==> config.mk <==
export PLATFORM = sky130hd
export DESIGN_NAME = fetch_unit_flat
export DESIGN_NICKNAME = d
export VERILOG_FILES = /design/src/rtl/fetch_unit_if.sv /design/src/rtl/fetch_unit.sv /design/src/flat_wrapper.sv
export SDC_FILE = /design/constraint.sdc
export NUM_CORES = 1
export LEC_CHECK = 0
export CORE_MARGIN = 2
export CORE_UTILIZATION = 50
export CTS_BUF_LIST = sky130_fd_sc_hd__clkbuf_8
export CTS_CLUSTER_SIZE = 14
export DETAILED_ROUTE_END_ITERATION = 10
export GPL_TIMING_DRIVEN = 0
export PLACE_DENSITY = 0.85
export SLEW_MARGIN = 15
export SYNTH_ARGS = -nofsm -noshare
export SYNTH_HDL_FRONTEND = slang
export SYNTH_SLANG_ARGS = --single-unit
==> constraint.sdc <==
create_clock -name clk -period 4 [get_ports clk]
set_input_delay 0.6 -clock clk [delete_from_list [all_inputs] [get_ports clk]]
set_output_delay 0.6 -clock clk [all_outputs]
set_load 0.005 [all_outputs]
==> src/rtl/fetch_unit_if.sv <==
// Fetch-stage bus bundle: instruction-memory req/gnt/rvalid port, execute redirect,
// and the valid/ready word stream into decode. master = fetch unit, slave = environment.
interface fetch_unit_if;
    logic        imemReq;
    logic [31:0] imemAddr;
    logic        imemGnt;
    logic        imemRvalid;
    logic [31:0] imemRdata;
    logic        redirect;
    logic [31:0] redirectPc;
    logic        instrValid;
    logic        instrReady;
    logic [31:0] instr;
    logic [31:0] instrPc;
    logic [31:0] instrPcPlus4;
    logic [6:0]  opcode;

    modport master (
        output imemReq, imemAddr, instrValid, instr, instrPc, instrPcPlus4, opcode,
        input  imemGnt, imemRvalid, imemRdata, redirect, redirectPc, instrReady
    );

    modport slave (
        input  imemReq, imemAddr, instrValid, instr, instrPc, instrPcPlus4, opcode,
        output imemGnt, imemRvalid, imemRdata, redirect, redirectPc, instrReady
    );
endinterface

==> src/rtl/fetch_unit.sv <==
// Instruction fetch: PC generation, credit-limited imem requests, in-order response
// buffering in a small FIFO, and squashing of wrong-path words after a redirect.
module fetch_unit #(
    parameter logic [31:0] RESET_PC = 32'h0000_0000,
    parameter int unsigned DEPTH    = 2
) (
    input  logic         clk,
    input  logic         rst_n,
    fetch_unit_if.master bus
);

    localparam int unsigned PW = (DEPTH > 1) ? $clog2(DEPTH) : 1;
    localparam int unsigned CW = $clog2(DEPTH + 1);

    typedef logic [PW-1:0] ptr_t;
    typedef logic [CW-1:0] cnt_t;

    typedef enum logic [0:0] {StRun, StSquash} mode_e;

    logic [31:0] pc_q;
    logic [31:0] infl_pc_q [DEPTH];
    ptr_t        infl_wr_q, infl_rd_q;
    logic [31:0] fifo_word_q [DEPTH];
    logic [31:0] fifo_pc_q   [DEPTH];
    ptr_t        fifo_wr_q, fifo_rd_q;
    cnt_t        count_q;
    cnt_t        outstanding_q;
    cnt_t        discard_q;
    mode_e       mode_q;

    logic        valid;
    logic        pop;
    logic        credit;
    logic        req;
    logic        accept;
    logic        rsp;
    logic        keep;
    logic [CW:0] used;
    cnt_t        outstanding_d;
    logic        unused_redirect_lsb;

    function automatic ptr_t ptr_inc(ptr_t p);
        return (p == ptr_t'(DEPTH - 1)) ? '0 : p + ptr_t'(1);
    endfunction

    // Low address bits of a redirect target are forced to word alignment.
    assign unused_redirect_lsb = ^bus.redirectPc[1:0];

    assign valid  = (count_q != '0);
    assign pop    = valid & bus.instrReady;
    // Words in the FIFO plus words still in flight may never exceed the buffer depth.
    assign used   = (CW + 1)'(count_q) + (CW + 1)'(outstanding_q) - (CW + 1)'(pop);
    assign credit = (used < (CW + 1)'(DEPTH));
    assign req    = rst_n & ~bus.redirect & credit;
    assign accept = req & bus.imemGnt;
    // A response with nothing outstanding is a protocol violation and is ignored.
    assign rsp    = bus.imemRvalid & (outstanding_q != '0);
    assign keep   = rsp & (mode_q == StRun);

    assign outstanding_d = outstanding_q + cnt_t'(accept) - cnt_t'(rsp);

    always_ff @(posedge clk or negedge rst_n) begin
        if (!rst_n) begin
            pc_q          <= RESET_PC;
            infl_wr_q     <= '0;
            infl_rd_q     <= '0;
            fifo_wr_q     <= '0;
            fifo_rd_q     <= '0;
            count_q       <= '0;
            outstanding_q <= '0;
            discard_q     <= '0;
            mode_q        <= StRun;
            for (int unsigned i = 0; i < DEPTH; i++) begin
                infl_pc_q[i]   <= '0;
                fifo_word_q[i] <= '0;
                fifo_pc_q[i]   <= '0;
            end
        end else begin
            if (accept) begin
                infl_pc_q[infl_wr_q] <= pc_q;
                infl_wr_q            <= ptr_inc(infl_wr_q);
                pc_q                 <= pc_q + 32'd4;
            end
            if (rsp) begin
                infl_rd_q <= ptr_inc(infl_rd_q);
            end
            outstanding_q <= outstanding_d;

            if (bus.redirect) begin
                // Everything still in flight after this cycle belongs to the old path.
                pc_q      <= {bus.redirectPc[31:2], 2'b00};
                fifo_wr_q <= '0;
                fifo_rd_q <= '0;
                count_q   <= '0;
                discard_q <= outstanding_d;
                mode_q    <= (outstanding_d != '0) ? StSquash : StRun;
            end else begin
                if (keep) begin
                    fifo_word_q[fifo_wr_q] <= bus.imemRdata;
                    fifo_pc_q[fifo_wr_q]   <= infl_pc_q[infl_rd_q];
                    fifo_wr_q              <= ptr_inc(fifo_wr_q);
                end
                if (pop) begin
                    fifo_rd_q <= ptr_inc(fifo_rd_q);
                end
                count_q <= count_q + cnt_t'(keep) - cnt_t'(pop);

                unique case (mode_q)
                    StRun: begin
                        discard_q <= '0;
                    end
                    StSquash: begin
                        if (rsp) begin
                            discard_q <= discard_q - cnt_t'(1);
                            if (discard_q == cnt_t'(1)) begin
                                mode_q <= StRun;
                            end
                        end
                    end
                    default: begin
                        mode_q <= StRun;
                    end
                endcase
            end
        end
    end

    assign bus.imemReq      = req;
    assign bus.imemAddr     = pc_q;
    assign bus.instrValid   = valid;
    assign bus.instr        = valid ? fifo_word_q[fifo_rd_q] : 32'h0;
    assign bus.instrPc      = valid ? fifo_pc_q[fifo_rd_q] : 32'h0;
    assign bus.instrPcPlus4 = valid ? fifo_pc_q[fifo_rd_q] + 32'd4 : 32'h0;
    assign bus.opcode       = bus.instr[6:0];

endmodule

==> src/flat_wrapper.sv <==
// flat-port wrapper written by rule: the top's interface ports become plain ports
module fetch_unit_flat 
#(
    parameter logic [31:0] RESET_PC = 32'h0000_0000,
    parameter int unsigned DEPTH    = 2
)
  (clk, rst_n, bus_imemReq, bus_imemAddr, bus_instrValid, bus_instr, bus_instrPc, bus_instrPcPlus4, bus_opcode, bus_imemGnt, bus_imemRvalid, bus_imemRdata, bus_redirect, bus_redirectPc, bus_instrReady);
  fetch_unit_if bus_i ();
  input  logic clk;
  input  logic rst_n;
  output wire logic [$bits(bus_i.imemReq)-1:0] bus_imemReq;
  output wire logic [$bits(bus_i.imemAddr)-1:0] bus_imemAddr;
  output wire logic [$bits(bus_i.instrValid)-1:0] bus_instrValid;
  output wire logic [$bits(bus_i.instr)-1:0] bus_instr;
  output wire logic [$bits(bus_i.instrPc)-1:0] bus_instrPc;
  output wire logic [$bits(bus_i.instrPcPlus4)-1:0] bus_instrPcPlus4;
  output wire logic [$bits(bus_i.opcode)-1:0] bus_opcode;
  input wire logic [$bits(bus_i.imemGnt)-1:0] bus_imemGnt;
  input wire logic [$bits(bus_i.imemRvalid)-1:0] bus_imemRvalid;
  input wire logic [$bits(bus_i.imemRdata)-1:0] bus_imemRdata;
  input wire logic [$bits(bus_i.redirect)-1:0] bus_redirect;
  input wire logic [$bits(bus_i.redirectPc)-1:0] bus_redirectPc;
  input wire logic [$bits(bus_i.instrReady)-1:0] bus_instrReady;
  assign bus_imemReq = bus_i.imemReq;
  assign bus_imemAddr = bus_i.imemAddr;
  assign bus_instrValid = bus_i.instrValid;
  assign bus_instr = bus_i.instr;
  assign bus_instrPc = bus_i.instrPc;
  assign bus_instrPcPlus4 = bus_i.instrPcPlus4;
  assign bus_opcode = bus_i.opcode;
  assign bus_i.imemGnt = bus_imemGnt;
  assign bus_i.imemRvalid = bus_imemRvalid;
  assign bus_i.imemRdata = bus_imemRdata;
  assign bus_i.redirect = bus_redirect;
  assign bus_i.redirectPc = bus_redirectPc;
  assign bus_i.instrReady = bus_instrReady;
  fetch_unit #(.RESET_PC(RESET_PC), .DEPTH(DEPTH)) u_core (.clk(clk), .rst_n(rst_n), .bus(bus_i));
endmodule
# [Word level (Yosys, flattened, before mapping)]
# Cells that the tools add are included.
# Widths: inputs -> output; s select.
[totals] output_inout_bits=137 regBits=235 input_bits=70 rom_bits=0 elab_cells=96 mem_count=0 latch_bits=0 mem_bits_rw=0
[classes] multipliers=0 reduce_logical=9 magnitude_cmp=7 bitwise=12 shifts=0 muxes=38 add_sub_neg=13 n_div=0 eq_ne=2
[op_table] op="$mux 32" count=16
[op_table] op="$bwmux 64" count=3
[op_table] op="$add 32x3->32 const B" count=2
[op_table] op="$demux 32 s1" count=2
[op_table] op="$mux 1" count=13
[op_table] op="$reduce_bool 2->1" count=6
[op_table] op="$ge 2x2->1 const B" count=4
[op_table] op="$not 1->2" count=4
[op_table] op="$and 1x1->1" count=6
[op_table] op="$mux 2" count=3
[op_table] op="$add 1x1->1 const B" count=4
[op_table] op="$add 2x1->2" count=2
[op_table] op="$lt 2x1->1 const B" count=2
[op_table] op="$pmux 2 s2" count=1
[op_table] op="$sub 2x1->2" count=2
[op_table] op="$add 2x2->3" count=1
[op_table] op="$lt 3x2->1 const B" count=1
[op_table] op="$ne 3x3->1 const B" count=1
[op_table] op="$sub 3x1->3" count=1
[op_table] op="$eq 2x1->1 const B" count=1
[op_table] op="$logic_and 1x1->1" count=2
[op_table] op="$not 1->1" count=2
[op_table] op="$reduce_and 2->1" count=1
[op_table] op="$sub 2x1->2 const B" count=1

# [Logic depth before layout (Yosys ltp)]
# Gate-level depths: netlist of the first run.
[depth] word_depth=11 depth_mapped=16 depth_no_buf=14

# [Least setup slack after synthesis of the first run]
# OpenSTA, ideal clock, no wires.
[synth_timing] kind="reg2reg" start="reg u_core.count_q[1]" end="reg u_core.mode_q" setup_ps=135 path_buffers=2 period_less_slack_ps=3258 stages_incl_launch_ff=17 path_slack_ps=742 t_required_ps=3865 arrival_time_ps=3122 path_cell_list="dfrtp_1 -> nor2_1 -> clkbuf_1 -> nor2b_1 -> ha_1 -> inv_1 -> nand2_1 -> fa_1 -> and3b_1 -> nand3_2 -> inv_1 -> buf_1 -> ha_1 -> xnor2_1 -> xnor2_1 -> o21ai_0 -> o21ai_0"
[synth_between] elab_chain_cells=11 word_cells_on_any_way=12 cone_classes="add/sub: 4; order compare: 1; mux: 2; bitwise: 3; reduce/logical: 2"
[synth_lines] item="start, declared" line_no="fetch_unit.sv:26" source="cnt_t count_q;"
[synth_lines] item="start signal, assigned" line_no="fetch_unit.sv:106" source="count_q <= count_q + cnt_t'(keep) - cnt_t'(pop);"
[synth_lines] item="branches (longest 2 deep; another with $add 2x2->3)"
[synth_lines] item="$sub 3x1->3 (*)" line_no="fetch_unit.sv:52" source="assign used = (CW + 1)'(count_q) + (CW + 1)'(outstanding_q) - (CW + 1)'(pop);"
[synth_lines] item="$lt 3x2->1 (*)" line_no="fetch_unit.sv:53" source="assign credit = (used < (CW + 1)'(DEPTH));"
[synth_lines] item="$and 1x1->1 (*)" line_no="fetch_unit.sv:54" source="assign req = rst_n & ~bus.redirect & credit;"
[synth_lines] item="$and 1x1->1 (*)" line_no="fetch_unit.sv:55" source="assign accept = req & bus.imemGnt;"
[synth_lines] item="net u_core.accept" line_no="fetch_unit.sv:35" source="logic accept;"
[synth_lines] item="$add 2x1->2 (*)" line_no="fetch_unit.sv:60" source="assign outstanding_d = outstanding_q + cnt_t'(accept) - cnt_t'(rsp);"
[synth_lines] item="$sub 2x1->2 (*)" line_no="fetch_unit.sv:60"
[synth_lines] item="net u_core.outstanding_d[1]" line_no="fetch_unit.sv:39" source="cnt_t outstanding_d;"
[synth_lines] item="$reduce_bool 2->1 (*)" line_no="fetch_unit.sv:96" source="mode_q <= (outstanding_d != '0) ? StSquash : StRun;"
[synth_lines] item="$mux 1 (*)" line_no="fetch_unit.sv:96"
[synth_lines] item="$mux 1 (*)" line_no="fetch_unit.sv:89" source="if (bus.redirect) begin"
[synth_lines] item="end signal, assigned" line_no="fetch_unit.sv:72" source="mode_q <= StRun;"
[synth_lines] item="end signal, assigned" line_no="fetch_unit.sv:96"
[synth_lines] item="end signal, assigned" line_no="fetch_unit.sv:116" source="mode_q <= StRun;"
[synth_lines] item="end, declared" line_no="fetch_unit.sv:29" source="mode_e mode_q;"
# Mark *: on every way through the listed nets, which the timed path passes.
# A chain may end at the register's enable or synchronous reset.

# [Worst setup path after layout of the first run]
[layout_timing] start="reg u_core.fifo_rd_q" end="out bus_opcode[3]"
[layout_between] elab_chain_cells=5
[layout_lines] item="start, declared" line_no="fetch_unit.sv:25" source="ptr_t fifo_wr_q, fifo_rd_q;"
[layout_lines] item="start signal, assigned" line_no="fetch_unit.sv:104" source="fifo_rd_q <= ptr_inc(fifo_rd_q);"
[layout_lines] item="$not 1->2 (not written as such)" line_no="fetch_unit.sv:131" source="assign bus.instr = valid ? fifo_word_q[fifo_rd_q] : 32'h0;"
[layout_lines] item="$mux 32 (not written as such) (3 in series)" line_no="fetch_unit.sv:131"
[layout_lines] item="$mux 32" line_no="fetch_unit.sv:131"
[layout_lines] item="end, declared" line_no="flat_wrapper.sv:17" source="output wire logic [$bits(bus_i.opcode)-1:0] bus_opcode;"
# Every way passes these cells. The select of a mux whose other input is x is not followed.

==> results_dict.tcl, run 1 <==
set metrics [dict create \
    status "complete, no violations" \
    grt_pass1_wl_mm 49.5 \
    synth_common_cells "225 x dfrtp_1, 154 x nor2_1, 123 x mux2_2, 92 x mux2i_1, 79 x nand2_1" \
    core_area_sq_um 22600 \
    grt_max_degree 94 \
    cpMaxStageDelayCell "clkdlybuf4s50_1" \
    grt_use_met2_pct 42.4 \
    ys_warn_count 0 \
    cts_buffers 37 \
    synth.most_common_cell "dfrtp_1" \
    preCtsSetupSlack_ps -290 \
    antenna_cells 0 \
    ioPinCount 207 \
    finalSetupViolations 0 \
    clock_skew_ps 21.9 \
    rsz0062_at_grt "yes" \
    met1_usage_pct 35.3 \
    leakage_uw 0.00624 \
    start_kind "flip-flop" \
    htreeDepth 2 \
    synth_fa_ha_area_share_pct 1.05 \
    die-area_sq_um 24100 \
    worstMarginPinSlew_ps 899 \
    path_max_fanout 10 \
    busiest_layer "met2" \
    routedWlPerCell_um 18.6 \
    power_density_nw_per_um2 769 \
    ant_nets 0 \
    cts_sinks 225 \
    synth-xor-area-share_pct 2.06 \
    slew_viol_final 0 \
    critPathKind "reg2out" \
    die_height_um 155 \
    cts_tree "yes" \
    fin_nets 1433 \
    synth_area_sq_um 11500 \
    path_cells "buf_2, buf_6, buf_6, buf_2, clkbuf_4, clkbuf_4, mux2i_1, nor2_1, buf_4, clkdlybuf4s50_1" \
    drive_above_1_share_pct 17.4 \
    synth_compound_area_share_pct 8.83 \
    reg2reg_slack_ps 380 \
    yosysSeqAreaShare_pct 49.2 \
    drt_first_pass_iters 5 \
    drc 0 \
    hp-class "in2async" \
    fin_crit_sh_pct 97.1 \
    holdBufCountCts 0 \
    critical_path_arrival_ps 3280 \
    synth_top_area_cell "dfrtp_1" \
    port_buffers 197 \
    synth_cell_types 61 \
    clock_latency_ps 520 \
    root_buffer "clkbuf_8" \
    max-vdd-ir-drop_mv 0.269 \
    area_growth_pct 28.1 \
    cts.clk_slew.worst_paths_ps 60 \
    relSlewSlack_pct 39.6 \
    min_period_ps 3880 \
    ys_top_cells_by_area "dfrtp_1 49%, mux2_2 12%, mux2i_1 8.0%" \
    overflow 0 \
    drt-total-wl_mm 31.0 \
    synth_top_family_by_area "multiplexers" \
    first_global_vias 9546 \
    setup_ws_ps 117 \
    required_ps 3400 \
    fmax_mhz 258 \
    viasPerCell 5.75 \
    drt_iter0_drc 706 \
    end_kind "output pin" \
    cpPeakStageDelay_ps 430 \
    clockBufferDepth 3 \
    grt_util_met3_pct 4.04 \
    synth-main-ff-cell "dfrtp_1" \
    hold_viol 0 \
    ys_seq_elements 225 \
    syn_area_per_cell_sq_um 10.3 \
    drv_cap 0 \
    synth.area.mux_share_pct 20.1 \
    fp-row-count 55 \
    grt_antenna_before_repair 0 \
    synth_top_area_share_pct 49.2 \
    initial_core_util_pct 50.7 \
    vias 9550 \
    gp_congestion 0.865 \
    synth-simple-area-share_pct 14.6 \
    postSynthCellCount 1108 \
    hpwl_mm 22.4 \
    die_x_um 155 \
    async_reset_ff_share_pct 100 \
    track_usage_pct 25.7 \
    power_uw 11300 \
    synth_edf_count 0 \
]
[layout make-up]
| class | count | area (sq um) |
|---|---|---|
| fill | 1771 | 7900 |
| sequential | 225 | 5630 |
| multi-input combinational | 785 | 5430 |
| timing repair buffer | 202 | 2050 |
| clock buffer | 45 | 619 |
| buffer | 81 | 407 |
| tap | 285 | 357 |
| clock inverter | 17 | 98.8 |
| inverter | 22 | 82.6 |
[per-stage QoR]
stage	hold WS (ps)	instances	cell area [sq um]	util (%)	TNS (ps)
after detailed placement	471	1597	13900	61.4	-751
after CTS	21.8	1659	14600	64.7	0
after floorplan	304	1113	11500	-	0
after global placement	462	1595	13800	61.1	-2154410
after global routing	39.2	1662	14700	65.0	-31.0
final	26.0	1662	14700	65.0	0
[registers in the layout (all words and copies together) (netlist names)]
signal / count
u_core.bus.imemAddr: 30
u_core.count_q: 2
u_core.discard_q: 2
u_core.fifo_pc_q: 60
u_core.fifo_rd_q: 1
u_core.fifo_word_q: 64
u_core.fifo_wr_q: 1
u_core.infl_pc_q: 60
u_core.infl_rd_q: 1
u_core.infl_wr_q: 1
u_core.mode_q: 1
u_core.outstanding_q: 2
[placed cells by master, fill, tap and decap left out, types with 5 or more instances in the layout]
master / instances
o31ai_1: 5
nand3_1: 45
nor4_1: 6
buf_4: 17
clkbuf_1: 35
a22oi_1: 6
o21ai_0: 42
nor2b_1: 8
inv_1: 33
mux2i_1: 89
nand3b_1: 8
o311ai_0: 9
buf_2: 17
nand4_1: 20
clkbuf_8: 45
xnor2_1: 15
a31oi_1: 5
mux2_2: 123
nor3_1: 7
dfrtp_1: 225
nor2_1: 153
xor2_1: 12
ha_1: 8
buf_1: 8
conb_1: 6
a21oi_1: 64
o211ai_1: 12
nand2_1: 79
clkdlybuf4s50_1: 196
[cell families (layout without fill, tap and decap cells)]
kind of cell | Yosys count | after routing
other | 1 | 6
buffers and inverters | 103 | 367
flip-flops | 225 | 225
multiplexers | 215 | 215
adder cells (fa/ha/maj) | 9 | 9
XOR/XNOR | 27 | 27
AO/OA/AOI/OAI | 167 | 167
AND/OR/NAND/NOR | 361 | 361
[worst paths after layout]
check,from,to,cells past startpoint
setup reg to reg,u_core.count_q[1],u_core.mode_q,16
setup / recovery,u_core.fifo_rd_q,bus_opcode[3],10
hold reg to reg,u_core.infl_pc_q[9],u_core.infl_pc_q[9],2
min in group clk,u_core.infl_pc_q[9],u_core.infl_pc_q[9],2
hold / removal,rst_n,u_core.infl_pc_q[30],1
max in group asynchronous,rst_n,u_core.fifo_word_q[29],2
[critical path, delay by kind of cell, from the launching register on]
family,cells,cell delay [ps]
AND/OR/NAND/NOR,1,110
buffers and inverters,8,2030
multiplexers,1,300
flip-flops,1,310
[power breakdown]
group	leakage, uW	switching [uW]	internal [uW]	total, uW
Combinational	0.00302	2550	2780	5330
Clock	0.000412	871	1080	1950
Sequential	0.00281	773	3230	4000
[routing by layer]
layer | vias to the layer above | part of all wire (%) | routed length (um)
li1 | 4410 | - | -
met2 | 447 | 48 | 14900
met5 | - | 0 | 0
met4 | 0 | 2.4 | 734
met1 | 4635 | 42 | 13100
met3 | 58 | 7.1 | 2210
[repair_timing]
action                     in CTS  in global routing
pin swaps                       1                  2
setup buffers                   0                  3
gates resized for setup         5                 16
setup endpoints to repair      41                 20
(Power assumes the default switching activity.)
==> run 2, diff against run 1 <==
- SLEW_MARGIN: 15 -> not set
==> run 2 against run 1 <==
Cell area down 0.13%. Global-route usage grew 0.26 points. Via count grew 0.73%. Fmax is 0.40% higher. Clock-buffer cell count up 2.
==> results_dict.tcl, run 2 (same netlist as run 1, synthesis figures left out) <==
set metrics [dict create \
    status "complete, no violations" \
    ioPinCount 207 \
    clock_latency_ps 520 \
    power_density_nw_per_um2 774 \
    clock_skew_ps 17.6 \
    antenna_cells 0 \
    port_buffers 197 \
    die-area_sq_um 24100 \
    finalSetupViolations 0 \
    die_x_um 155 \
    grt_util_met3_pct 3.98 \
    fin_nets 1433 \
    min_period_ps 3870 \
    required_ps 3400 \
    drive_above_1_share_pct 16.9 \
    initial_core_util_pct 50.7 \
    cpPeakStageDelay_ps 540 \
    gp_congestion 0.865 \
    grt_use_met2_pct 42.5 \
    largest_registers "u_core.fifo_word_q: 64 flops, u_core.fifo_pc_q: 60 flops, u_core.infl_pc_q: 60 flops" \
    met1_usage_pct 35.8 \
    routedWlPerCell_um 18.8 \
    post_dp_cell_area_sq_um 13800 \
    cts_sinks 225 \
    cpMaxStageDelayCell "a2111oi_2" \
    fp-row-count 55 \
    start_kind "flip-flop" \
    setup_total_negative_slack_ps 0 \
    drt-total-wl_mm 31.3 \
    first_global_vias 9538 \
    power_uw 11300 \
    path_max_fanout 10 \
    drv_cap 0 \
    worstMarginPinSlew_ps 880 \
    drt_first_pass_iters 6 \
    hpwl_mm 22.3 \
    grt_antenna_before_repair 0 \
    grt_max_degree 133 \
    largest_register_ffs 64 \
    power_frac_seq_pct 35.3 \
    num-fill-cells 1758 \
    final_cell_mix "225 x dfrtp_1, 196 x clkdlybuf4s50_1, 153 x nor2_1" \
    vias 9620 \
    fmax_mhz 259 \
    max-vdd-ir-drop_mv 0.260 \
    rsz0062_at_grt "yes" \
    busiest_layer "met2" \
    pwr-share-clk_pct 17.8 \
    netSwitchingPower_uw 4230 \
    clockBufferDepth 3 \
    end_kind "output pin" \
    combPwrFrac_pct 46.9 \
    cts_tree "yes" \
    area_growth_pct 28.0 \
    leakage_uw 0.00624 \
    p_int_uw 7110 \
    viasPerCell 5.78 \
    final_area_sq_um 14700 \
    cts_buffers 38 \
    critPathKind "reg2out" \
    grt_pass1_wl_mm 50.0 \
    overflow 0 \
    core_area_sq_um 22600 \
    fin_crit_sh_pct 96.7 \
    drt_iter0_drc 767 \
    relSlewSlack_pct 40.9 \
    path_cells "buf_2, nand3b_1, a2111oi_2, clkbuf_1, nand3_1, xor2_1, o22ai_1, clkdlybuf4s50_1" \
    hp-class "in2async" \
    cts.clk_slew.worst_paths_ps 60 \
    hold_viol 0 \
    root_buffer "clkbuf_8" \
    critical_path_arrival_ps 3270 \
    whs_ps 102 \
    htreeDepth 2 \
    die_height_um 155 \
    final_common_cell "dfrtp_1" \
    largest_register "u_core.fifo_word_q" \
    p_sw_share_pct 37.3 \
    drc 0 \
    track_usage_pct 26.0 \
    ant_nets 0 \
    slew_viol_final 0 \
]
-- run 2: cell types whose count changed in the layout (fill, tap and decap cells not counted), sizes merged --
| cell | previous run | this run |
|---|---|---|
| clkbuf | 85 | 87 |
| clkinv | 4 | 2 |
| clkinvlp | 1 | 0 |
| inv | 33 | 37 |
| buf | 47 | 46 |
-- run 2: worst paths after layout --
kind                                      from                   end  slack (ps)  depth (start not counted)
max reg2reg                  u_core.count_q[1]         u_core.mode_q         310                         16
max in group asynchronous                rst_n         u_core.mode_q        2820                          2
min                                      rst_n  u_core.fifo_pc_q[28]         100                          1
min reg2reg                u_core.infl_pc_q[9]   u_core.infl_pc_q[9]         480                          2
max                           u_core.fifo_rd_q  bus_instrPcPlus4[11]         130                          8
min in group clk           u_core.infl_pc_q[9]   u_core.infl_pc_q[9]         480                          2
-- run 2: timing repair --
item | 4_1_cts | 5_1_grt
endpoints found under the hold margin | 0 | 0
buffers inserted | 2 | 1
hold buffers | 0 | 0
resized for setup | 5 | 10
setup endpoints to repair | 33 | 18
pin swaps | 2 | 1
-- run 2: worst max-delay path: cells and delay by family, from the launching register on --
| kind | cells | cell delay (ps) |
|---|---|---|
| buffers and inverters | 3 | 1120 |
| XOR/XNOR | 1 | 170 |
| flip-flops | 1 | 350 |
| AND/OR/NAND/NOR | 2 | 410 |
| AO/OA/AOI/OAI | 2 | 700 |
-- run 2: layout make-up --
type | count | area [sq um] | area share [%]
clock inverter | 18 | 106 | 0.726
timing repair buffer | 201 | 2030 | 13.8
clock buffer | 47 | 647 | 4.41
tap | 285 | 357 | 2.43
inverter | 22 | 82.6 | 0.563
sequential | 225 | 5630 | 38.4
multi-input combinational | 785 | 5400 | 36.9
buffer | 81 | 407 | 2.77
-- run 2: per-layer routing --
layer / routed length [um] / vias up
met3: 2290 / 72
met4: 755 / 0
met1: 13300 / 4697
li1: - / 4398
met5: 0 / -
met2: 15000 / 453
-- run 2: through the flow --
stage	setup slack (ps)	util, %	std cells
after CTS	8.21	64.8	1663
after floorplan	742	-	1113
after global routing	-5.01	64.9	1664
final	133	64.9	1664
after global placement	-6930	61.1	1595
after detailed placement	-277	61.3	1596
-- run 2: power groups by stage --
stage / Combinational, uW / Sequential [uW] / Clock (uW)
5_1_grt: 5820 / 4120 / 2160
6_report: 5320 / 4000 / 2020
4_1_cts: 5300 / 3960 / 2050
3_5_place_dp: 5240 / 4000 / 0
3_3_place_gp: 5090 / 3920 / 0
2_1_floorplan: 3090 / 3750 / 0
